<file path="config.mk">
export PLATFORM = sky130hd
export DESIGN_NAME = link_emu_top
export DESIGN_NICKNAME = d
export VERILOG_FILES = /design/src/rtl/link_pkg.sv /design/src/rtl/channel_with_noise.sv /design/src/rtl/link_frame_ctrl.sv /design/src/rtl/tx_top.sv /design/src/rtl/link_emu_top.sv
export SDC_FILE = /design/constraint.sdc
export NUM_CORES = 1
export LEC_CHECK = 0
export ABC_AREA = 0
export CORE_MARGIN = 4
export CORE_UTILIZATION = 45
export DETAILED_ROUTE_END_ITERATION = 8
export MAX_ROUTING_LAYER = met4
export PLACE_DENSITY = 0.72
export REMOVE_ABC_BUFFERS = 1
export SYNTH_ARGS = -nofsm -noshare
export SYNTH_HDL_FRONTEND = slang
export SYNTH_SLANG_ARGS = --single-unit
</file>
<file path="constraint.sdc">
create_clock -name clk -period 14.01 [get_ports clk]
set_input_delay 2.1015 -clock clk [delete_from_list [all_inputs] [get_ports clk]]
set_output_delay 2.1015 -clock clk [all_outputs]
set_load 0.03 [all_outputs]
</file>
<file path="src/rtl/link_pkg.sv">
// link_pkg: FSM states, mode codes and a clog2 helper shared by the link emulator
package link_pkg;
   typedef enum logic [1:0] {IDLE = 2'd0, FLUSH = 2'd1, RUN = 2'd2, STOPPING = 2'd3} state_t;
   localparam logic [1:0] MODE_NORMAL   = 2'd0;
   localparam logic [1:0] MODE_NO_NOISE = 2'd1;
   localparam logic [1:0] MODE_BYPASS   = 2'd2;
   function automatic int clog2(input int v);
      int r;
      r = 0;
      for (int i = 0; i < 31; i++) if ((1 << i) < v) r = i + 1;
      return r;
   endfunction
endpackage

</file>
<file path="src/rtl/channel_with_noise.sv">
// channel_with_noise: 2-tap ISI FIR (1 + z^-1/4) plus scaled pseudo-Gaussian noise, saturated
//   clk, rst, in_I/in_Q samples, sigma noise level -> out_I/out_Q (1 cycle latency)
module channel_with_noise #(
   parameter int DWIDTH    = 9,
   parameter int SNR_WIDTH = 11
) (
   input  logic                        clk,
   input  logic                        rst,
   input  logic signed [DWIDTH-1:0]    in_I,
   input  logic signed [DWIDTH-1:0]    in_Q,
   input  logic signed [SNR_WIDTH-1:0] sigma,
   output logic signed [DWIDTH-1:0]    out_I,
   output logic signed [DWIDTH-1:0]    out_Q
);
   localparam int MAXV = (1 << (DWIDTH - 1)) - 1;
   logic [15:0] lfsr_q, lfsr_d;
   logic signed [DWIDTH-1:0] xi_q, xq_q, yi_q, yq_q, yi_d, yq_d;
   int gi, gq, si, sq;
   always_comb begin
      lfsr_d = {lfsr_q[14:0], lfsr_q[15] ^ lfsr_q[13] ^ lfsr_q[12] ^ lfsr_q[10]};
      // sum of four uniform nibbles, centred: a cheap approximately Gaussian variate
      gi = int'(lfsr_q[3:0]) + int'(lfsr_q[7:4]) + int'(lfsr_q[11:8]) + int'(lfsr_q[15:12]) - 30;
      gq = int'(lfsr_q[5:2]) + int'(lfsr_q[9:6]) + int'(lfsr_q[13:10]) + int'({lfsr_q[1:0], lfsr_q[15:14]}) - 30;
      si = int'(in_I) + (int'(xi_q) >>> 2) + ((gi * int'(sigma)) >>> 7);
      sq = int'(in_Q) + (int'(xq_q) >>> 2) + ((gq * int'(sigma)) >>> 7);
      yi_d = DWIDTH'(si > MAXV ? MAXV : si < -MAXV ? -MAXV : si);
      yq_d = DWIDTH'(sq > MAXV ? MAXV : sq < -MAXV ? -MAXV : sq);
   end
   always_ff @(posedge clk) begin
      if (rst) begin
         lfsr_q <= 16'hACE1;
         xi_q   <= '0;
         xq_q   <= '0;
         yi_q   <= '0;
         yq_q   <= '0;
      end else begin
         lfsr_q <= lfsr_d;
         xi_q   <= in_I;
         xq_q   <= in_Q;
         yi_q   <= yi_d;
         yq_q   <= yq_d;
      end
   end
   assign out_I = yi_q;
   assign out_Q = yq_q;
endmodule

</file>
<file path="src/rtl/link_frame_ctrl.sv">
// link_frame_ctrl: run-control FSM, flush/sample/frame counters and frame-synchronous sigma shadow
//   in: start, stop, mode, sigma_scale, sigma_wr; out: core_rst, valid, frame_start, busy, frame_cnt, mode_q, sigma_act
module link_frame_ctrl
   import link_pkg::*;
#(
   parameter int FRAME_LEN    = 1024,
   parameter int FLUSH_CYCLES = 16,
   parameter int FCNT_W       = 16,
   parameter int SNR_WIDTH    = 11
) (
   input  logic                        clk,
   input  logic                        rst,
   input  logic                        start,
   input  logic                        stop,
   input  logic [1:0]                  mode,
   input  logic signed [SNR_WIDTH-1:0] sigma_scale,
   input  logic                        sigma_wr,
   output logic                        core_rst,
   output logic                        valid,
   output logic                        frame_start,
   output logic                        busy,
   output logic [FCNT_W-1:0]           frame_cnt,
   output logic [1:0]                  mode_q,
   output logic signed [SNR_WIDTH-1:0] sigma_act
);
   localparam int MAXC = FRAME_LEN > FLUSH_CYCLES ? FRAME_LEN : FLUSH_CYCLES;
   localparam int CW = clog2(MAXC) < 1 ? 1 : clog2(MAXC);
   localparam logic [CW-1:0] LAST_S = CW'(FRAME_LEN - 1);
   localparam logic [CW-1:0] LAST_F = CW'(FLUSH_CYCLES - 1);
   state_t state_q, state_d;
   logic [CW-1:0] cnt_q, cnt_d;
   logic [FCNT_W-1:0] fcnt_q, fcnt_d;
   logic [1:0] mode_d;
   logic signed [SNR_WIDTH-1:0] sh_q, sh_d, act_q, act_d, wr_val;
   logic pend_q, pend_d, running, wrap;
   always_comb begin
      running = state_q == RUN || state_q == STOPPING;
      wrap = running && cnt_q == LAST_S;
      wr_val = sigma_scale[SNR_WIDTH-1] ? '0 : sigma_scale;
      state_d = state_q;
      cnt_d = state_q == IDLE ? '0 : cnt_q + 1'b1;
      fcnt_d = fcnt_q;
      mode_d = mode_q;
      case (state_q)
         IDLE: if (start && !stop) begin
            state_d = FLUSH;
            fcnt_d = '0;
            mode_d = mode;
         end
         FLUSH: if (cnt_q == LAST_F) begin
            state_d = RUN;
            cnt_d = '0;
         end
         RUN: state_d = stop ? (wrap ? IDLE : STOPPING) : RUN;
         default: state_d = wrap ? IDLE : STOPPING;
      endcase
      if (wrap) begin
         cnt_d = '0;
         fcnt_d = fcnt_q + 1'b1;
      end
      // outside a frame the shadow goes live at once; inside, only at the frame boundary
      sh_d = sigma_wr ? wr_val : sh_q;
      act_d = !running ? (sigma_wr ? wr_val : pend_q ? sh_q : act_q) : (wrap && pend_q) ? sh_q : act_q;
      pend_d = running && (sigma_wr || (pend_q && !wrap));
   end
   always_ff @(posedge clk) begin
      if (rst) begin
         state_q <= IDLE;
         cnt_q   <= '0;
         fcnt_q  <= '0;
         mode_q  <= MODE_NORMAL;
         sh_q    <= '0;
         act_q   <= '0;
         pend_q  <= 1'b0;
      end else begin
         state_q <= state_d;
         cnt_q   <= cnt_d;
         fcnt_q  <= fcnt_d;
         mode_q  <= mode_d;
         sh_q    <= sh_d;
         act_q   <= act_d;
         pend_q  <= pend_d;
      end
   end
   assign core_rst    = rst | (state_q == IDLE);
   assign valid       = running;
   assign frame_start = running && cnt_q == '0;
   assign busy        = state_q != IDLE;
   assign frame_cnt   = fcnt_q;
   assign sigma_act   = act_q;
endmodule

</file>
<file path="src/rtl/tx_top.sv">
// tx_top: PRBS-15 source, two bits per clock, QPSK mapped to +/-A on I and Q
//   clk, rst (sync, active-high) -> tx_I, tx_Q registered signed symbols
module tx_top #(
   parameter int DWIDTH = 9
) (
   input  logic                     clk,
   input  logic                     rst,
   output logic signed [DWIDTH-1:0] tx_I,
   output logic signed [DWIDTH-1:0] tx_Q
);
   localparam int A = 1 << (DWIDTH - 3);
   logic [14:0] lfsr_q, lfsr_d;
   logic signed [DWIDTH-1:0] i_q, i_d, q_q, q_d;
   logic b0, b1;
   always_comb begin
      b0 = lfsr_q[14] ^ lfsr_q[13];
      b1 = lfsr_q[13] ^ lfsr_q[12];
      lfsr_d = {lfsr_q[12:0], b0, b1};
      i_d = b0 ? DWIDTH'(-A) : DWIDTH'(A);
      q_d = b1 ? DWIDTH'(-A) : DWIDTH'(A);
   end
   always_ff @(posedge clk) begin
      if (rst) begin
         lfsr_q <= '1;
         i_q    <= '0;
         q_q    <= '0;
      end else begin
         lfsr_q <= lfsr_d;
         i_q    <= i_d;
         q_q    <= q_d;
      end
   end
   assign tx_I = i_q;
   assign tx_Q = q_q;
endmodule

</file>
<file path="src/rtl/link_emu_top.sv">
// link_emu_top: TX + noisy channel under run control, with flush masking, framing and bypass modes
//   in: start, stop, mode, sigma_scale, sigma_wr; out: rx_I, rx_Q, rx_valid, frame_start, busy, frame_cnt
module link_emu_top
   import link_pkg::*;
#(
   parameter int DWIDTH       = 9,
   parameter int SNR_WIDTH    = 11,
   parameter int FRAME_LEN    = 1024,
   parameter int FLUSH_CYCLES = 16,
   parameter int FCNT_W       = 16
) (
   input  logic                        clk,
   input  logic                        rst,
   input  logic                        start,
   input  logic                        stop,
   input  logic [1:0]                  mode,
   input  logic signed [SNR_WIDTH-1:0] sigma_scale,
   input  logic                        sigma_wr,
   output logic signed [DWIDTH-1:0]    rx_I,
   output logic signed [DWIDTH-1:0]    rx_Q,
   output logic                        rx_valid,
   output logic                        frame_start,
   output logic                        busy,
   output logic [FCNT_W-1:0]           frame_cnt
);
   logic core_rst;
   logic [1:0] mode_q;
   logic signed [SNR_WIDTH-1:0] sigma_act, ch_sigma;
   logic signed [DWIDTH-1:0] tx_i, tx_q, ch_i, ch_q, i_q, i_d, q_q, q_d;
   tx_top #(.DWIDTH(DWIDTH)) u_tx (.clk(clk), .rst(core_rst), .tx_I(tx_i), .tx_Q(tx_q));
   channel_with_noise #(.DWIDTH(DWIDTH), .SNR_WIDTH(SNR_WIDTH)) u_ch (
      .clk(clk), .rst(core_rst), .in_I(tx_i), .in_Q(tx_q), .sigma(ch_sigma), .out_I(ch_i), .out_Q(ch_q)
   );
   link_frame_ctrl #(
      .FRAME_LEN(FRAME_LEN), .FLUSH_CYCLES(FLUSH_CYCLES), .FCNT_W(FCNT_W), .SNR_WIDTH(SNR_WIDTH)
   ) u_ctrl (
      .clk(clk), .rst(rst), .start(start), .stop(stop), .mode(mode), .sigma_scale(sigma_scale),
      .sigma_wr(sigma_wr), .core_rst(core_rst), .valid(rx_valid), .frame_start(frame_start),
      .busy(busy), .frame_cnt(frame_cnt), .mode_q(mode_q), .sigma_act(sigma_act)
   );
   always_comb begin
      ch_sigma = mode_q == MODE_NO_NOISE ? '0 : sigma_act;
      i_d = mode_q == MODE_BYPASS ? tx_i : ch_i;
      q_d = mode_q == MODE_BYPASS ? tx_q : ch_q;
   end
   always_ff @(posedge clk) begin
      if (rst) begin
         i_q <= '0;
         q_q <= '0;
      end else begin
         i_q <= i_d;
         q_q <= q_d;
      end
   end
   assign rx_I = rx_valid ? i_q : '0;
   assign rx_Q = rx_valid ? q_q : '0;
endmodule

</file>
==> impl_results.html <==
<table>
<tr><th>Metric</th><th>Value</th></tr>
<tr><th colspan="2">Synthesis</th></tr>
<tr><td>Adder-cell share of the synthesized area</td><td>37.9%</td></tr>
<tr><td>Area share of the largest cell type after synthesis</td><td>25.8%</td></tr>
<tr><td>Simple-gate area share of the yosys netlist</td><td>17.7%</td></tr>
<tr><td>Post-Synthesis Cell Area</td><td>17800 sq um</td></tr>
<tr><td>Primary flip-flop cell chosen by synthesis mapping</td><td>sky130_fd_sc_hd__dfxtp_1</td></tr>
<tr><td>Register area share after synthesis</td><td>14.0%</td></tr>
<tr><td>Synth area leaders</td><td>sky130_fd_sc_hd__fa_1, sky130_fd_sc_hd__dfxtp_1, sky130_fd_sc_hd__ha_1</td></tr>
<tr><td>Number of standard cells after synthesis</td><td>2115</td></tr>
<tr><td>Yosys reg bits</td><td>124</td></tr>
<tr><td>Average instance area after synthesis</td><td>8.40 sq um</td></tr>
<tr><td>Yosys cell types</td><td>88</td></tr>
<tr><td>Fraction of the mapped netlist area in compound gates</td><td>14.0%</td></tr>
<tr><td>Main combinational cell family by area after synthesis</td><td>adder cells</td></tr>
<tr><td>Post-synthesis mux area share</td><td>1.66%</td></tr>
<tr><td>XOR/XNOR Fraction of Synth Area</td><td>4.67%</td></tr>
<tr><td>Cell type contributing the most total cell area after synthesis</td><td>sky130_fd_sc_hd__fa_1</td></tr>
<tr><td>Count of flip-flops with a built-in enable after synthesis</td><td>0</td></tr>
<tr><td>Most numerous cell in the Yosys netlist</td><td>sky130_fd_sc_hd__inv_1</td></tr>
<tr><td>Fraction of registers with async set/reset</td><td>0%</td></tr>
<tr><td>Top post-synthesis cells by count</td><td>sky130_fd_sc_hd__inv_1, sky130_fd_sc_hd__fa_1, sky130_fd_sc_hd__nor2_1</td></tr>
<tr><td>Yosys synthesis warning count</td><td>0</td></tr>
<tr><th colspan="2">Worst setup path</th></tr>
<tr><td>Required time reported for the critical path endpoint</td><td>14.32 ns</td></tr>
<tr><td>Critical-path top delay cell</td><td>sky130_fd_sc_hd__fa_1</td></tr>
<tr><td>Critical path buffers and inverters</td><td>6</td></tr>
<tr><td>CP top delay family</td><td>adder cells</td></tr>
<tr><td>Worst path arrival time</td><td>11.70 ns</td></tr>
<tr><td>Endpoint kind of the worst setup timing path</td><td>register</td></tr>
<tr><td>CP most frequent cell</td><td>sky130_fd_sc_hd__fa_1</td></tr>
<tr><td>Type of the worst setup path</td><td>register to register</td></tr>
<tr><td>Peak per-stage delay on the critical path</td><td>0.56 ns</td></tr>
<tr><td>CP Launch Type</td><td>register</td></tr>
<tr><td>Largest fanout on the critical path</td><td>8</td></tr>
<tr><th colspan="2">Final layout</th></tr>
<tr><td>Inserted Diodes</td><td>0</td></tr>
<tr><td>Area growth from synthesis to layout</td><td>8.87%</td></tr>
<tr><td>Number of fillers in the final layout</td><td>3635</td></tr>
<tr><td>Fraction of layout cells with a size suffix above 1</td><td>3.33%</td></tr>
<tr><td>Nets</td><td>2541</td></tr>
<tr><th colspan="2">Placed design</th></tr>
<tr><td>Routability cong.</td><td>0.941</td></tr>
<tr><td>HPWL after DPL</td><td>35100 um</td></tr>
<tr><td>IO Port Bufs</td><td>54</td></tr>
<tr><th colspan="2">Clocking</th></tr>
<tr><td>CTS tree</td><td>done</td></tr>
<tr><td>Post-CTS Setup Inserts</td><td>0</td></tr>
<tr><td>Number of hold buffers added after CTS</td><td>0</td></tr>
<tr><td>Root Buffer</td><td>sky130_fd_sc_hd__clkbuf_16</td></tr>
<tr><td>CTS HTree Levels</td><td>4</td></tr>
<tr><td>Number of clock sinks</td><td>124</td></tr>
<tr><td>Insertion delay of the later-clocked pin in the worst-skew pair</td><td>0.43 ns</td></tr>
<tr><td>Post-cts repair resize count</td><td>0</td></tr>
<tr><td>Maximum count of clock buffers along a single path</td><td>2</td></tr>
<tr><td>Number of buffers created by CTS</td><td>17</td></tr>
<tr><td>Clock transition at the registers of the reported paths</td><td>0.06 ns</td></tr>
<tr><th colspan="2">Global routing</th></tr>
<tr><td>Global-route met1 utilization</td><td>28.6%</td></tr>
<tr><td>Global Route Usage Sum</td><td>21.1%</td></tr>
<tr><td>Busiest layer in global routing</td><td>met2</td></tr>
<tr><td>Global-route track usage on met3</td><td>3.03%</td></tr>
<tr><td>Total congestion overflow</td><td>0</td></tr>
<tr><td>Largest net degree at the start of global routing</td><td>66</td></tr>
<tr><td>Vias in the first global route</td><td>14.5k</td></tr>
<tr><td>Met2 track demand over resource in global routing</td><td>34.0%</td></tr>
<tr><td>Antenna violations before repair</td><td>0</td></tr>
<tr><td>First-pass GRT wire length</td><td>71900 um</td></tr>
<tr><th colspan="2">Floorplan</th></tr>
<tr><td>Initial Util</td><td>45.8%</td></tr>
<tr><td>Vertical die dimension</td><td>207 um</td></tr>
<tr><td>Placeable Area</td><td>38800 sq um</td></tr>
<tr><td>Number of primary I/O pins</td><td>55</td></tr>
<tr><td>Width of the chip</td><td>207 um</td></tr>
<tr><td>Die Area</td><td>42700 sq um</td></tr>
<tr><td>Floorplan row count</td><td>72</td></tr>
<tr><th colspan="2">STA</th></tr>
<tr><td>Max frequency</td><td>0.0878 GHz</td></tr>
<tr><td>Worst clock skew</td><td>0.0142 ns</td></tr>
<tr><td>Final Hold Violating Endpoints</td><td>0</td></tr>
<tr><td>Number of pins exceeding their max-slew limit in the final report</td><td>0</td></tr>
<tr><td>Period utilisation layout</td><td>81.3%</td></tr>
<tr><td>Post-route minimum period</td><td>11.39 ns</td></tr>
<tr><td>Tightest slew margin relative to the limit</td><td>16.8%</td></tr>
<tr><td>RSZ-0062 raised after global routing</td><td>no</td></tr>
<tr><td>Number of endpoints failing setup at the final stage</td><td>0</td></tr>
<tr><td>Final total negative setup slack</td><td>0 ns</td></tr>
<tr><td>Transition time at the pin with the least slew margin</td><td>1.24 ns</td></tr>
<tr><th colspan="2">Drt</th></tr>
<tr><td>1st-pass router iterations</td><td>5</td></tr>
<tr><td>Vias</td><td>14.2k</td></tr>
<tr><td>DRC Markers</td><td>0</td></tr>
<tr><td>Number of nets with antenna violations after routing</td><td>0</td></tr>
<tr><td>Post-DR wirelength/cell</td><td>16.1 um</td></tr>
<tr><td>Count of routing violations after the opening detailed-route iteration</td><td>762</td></tr>
<tr><td>Routed vias/inst</td><td>5.34</td></tr>
<tr><td>Final wirelength</td><td>42700 um</td></tr>
<tr><th colspan="2">Hold path</th></tr>
<tr><td>Classification of the worst-slack hold path</td><td>register to register</td></tr>
<tr><th colspan="2">Flow run</th></tr>
<tr><td>Max Cap Violations</td><td>0</td></tr>
<tr><th colspan="2">Run status</th></tr>
<tr><td>Outcome</td><td>completed</td></tr>
</table>
==> worst register-to-register path: cells and delay by family, from the launching register on <==
family | cells | cell delay (ns)
adder cells (fa/ha/maj) | 11 | 5.04
AO/OA/AOI/OAI | 15 | 3.79
AND/OR/NAND/NOR | 8 | 1.60
buffers and inverters | 6 | 0.38
flip-flops | 1 | 0.31
XOR/XNOR | 1 | 0.18
==> layout by cell type, fill, tap and decap left out, drive strengths merged, types with 25 or more instances in the layout <==
cell and n:
nand2 141, dfxtp 124, xor2 44, nor3 31, a21oi 111, and2 61, nor2 193, and3 37
mux2i 25, or3 26, nand3 39, o21ai 51, ha 172, inv 409, fa 229, clkdlybuf4s50 53
nand2b 27, a211oi 28, a21o 48, xnor2 49
==> through the flow <==
stage	instances	hold slack, ns	worst slack, ns	instance area, sq um	utilization [%]
floorplan	2045	0.390	3.91	17500	-
global placement	2621	0.393	2.88	18700	48.2
detailed placement	2621	0.398	2.76	18700	48.2
CTS	2653	0.405	2.68	19300	49.8
global route	2653	0.411	1.81	19300	49.8
finish	2653	0.407	2.62	19300	49.8
==> registers in the layout (all words and copies together) (netlist names) <==
signal,flops
u_ch.lfsr_q,16
u_ctrl.frame_cnt,16
u_tx.lfsr_q,15
u_ctrl.cnt_q,10
u_ctrl.sh_q,10
u_ctrl.sigma_act,10
i_q,9
q_q,9
u_ch.out_I,9
u_ch.out_Q,9
u_ch.xq_q,2
u_ctrl.mode_q,2
u_ctrl.state_q,2
u_tx.tx_Q,2
u_ch.xi_q,1
u_ctrl.pend_q,1
u_tx.tx_I,1
==> area by class of cell <==
type | count | area, sq um | area share (%)
tap | 518 | 648 | 3.35
clock buffer | 18 | 429 | 2.22
clock inverter | 14 | 208 | 1.07
inverter | 404 | 1520 | 7.84
sequential | 124 | 2480 | 12.8
timing repair buffer | 58 | 566 | 2.92
multi-input combinational | 1517 | 13500 | 69.8
==> logic make-up after synthesis <==
| family | Yosys count |
|---|---|
| muxes | 29 |
| buffers and inverters | 474 |
| and+or+nand+nor | 635 |
| xor gates and xnor gates | 93 |
| DFF | 124 |
| AOI/OAI and AO/OA | 359 |
| adders and majority gates | 401 |
==> final timing paths <==
path / startpoint / to / slack [ns] / cells past startpoint
setup / recovery: u_ch.lfsr_q[3]$_SDFF_PP0_ / u_ch.out_Q[6]$_SDFF_PP0_ / 2.62 / 41
hold reg to reg: u_tx.lfsr_q[8]$_SDFF_PP1_ / u_tx.lfsr_q[10]$_SDFF_PP1_ / 0.41 / 1
setup reg to reg: u_ch.lfsr_q[3]$_SDFF_PP0_ / u_ch.out_Q[6]$_SDFF_PP0_ / 2.62 / 41
hold / removal: u_tx.lfsr_q[8]$_SDFF_PP1_ / u_tx.lfsr_q[10]$_SDFF_PP1_ / 0.41 / 1
==> metal layers <==
metal | vias to the layer above | wire length (um)
met5 | - | 0
met3 | 70 | 2200
met4 | 0 | 912
li1 | 6909 | -
met1 | 6784 | 19700
met2 | 391 | 19900
Power is left out: the tool's default activity adds up to more than one toggle a clock period on the data nets, which glitch-free logic cannot reach.
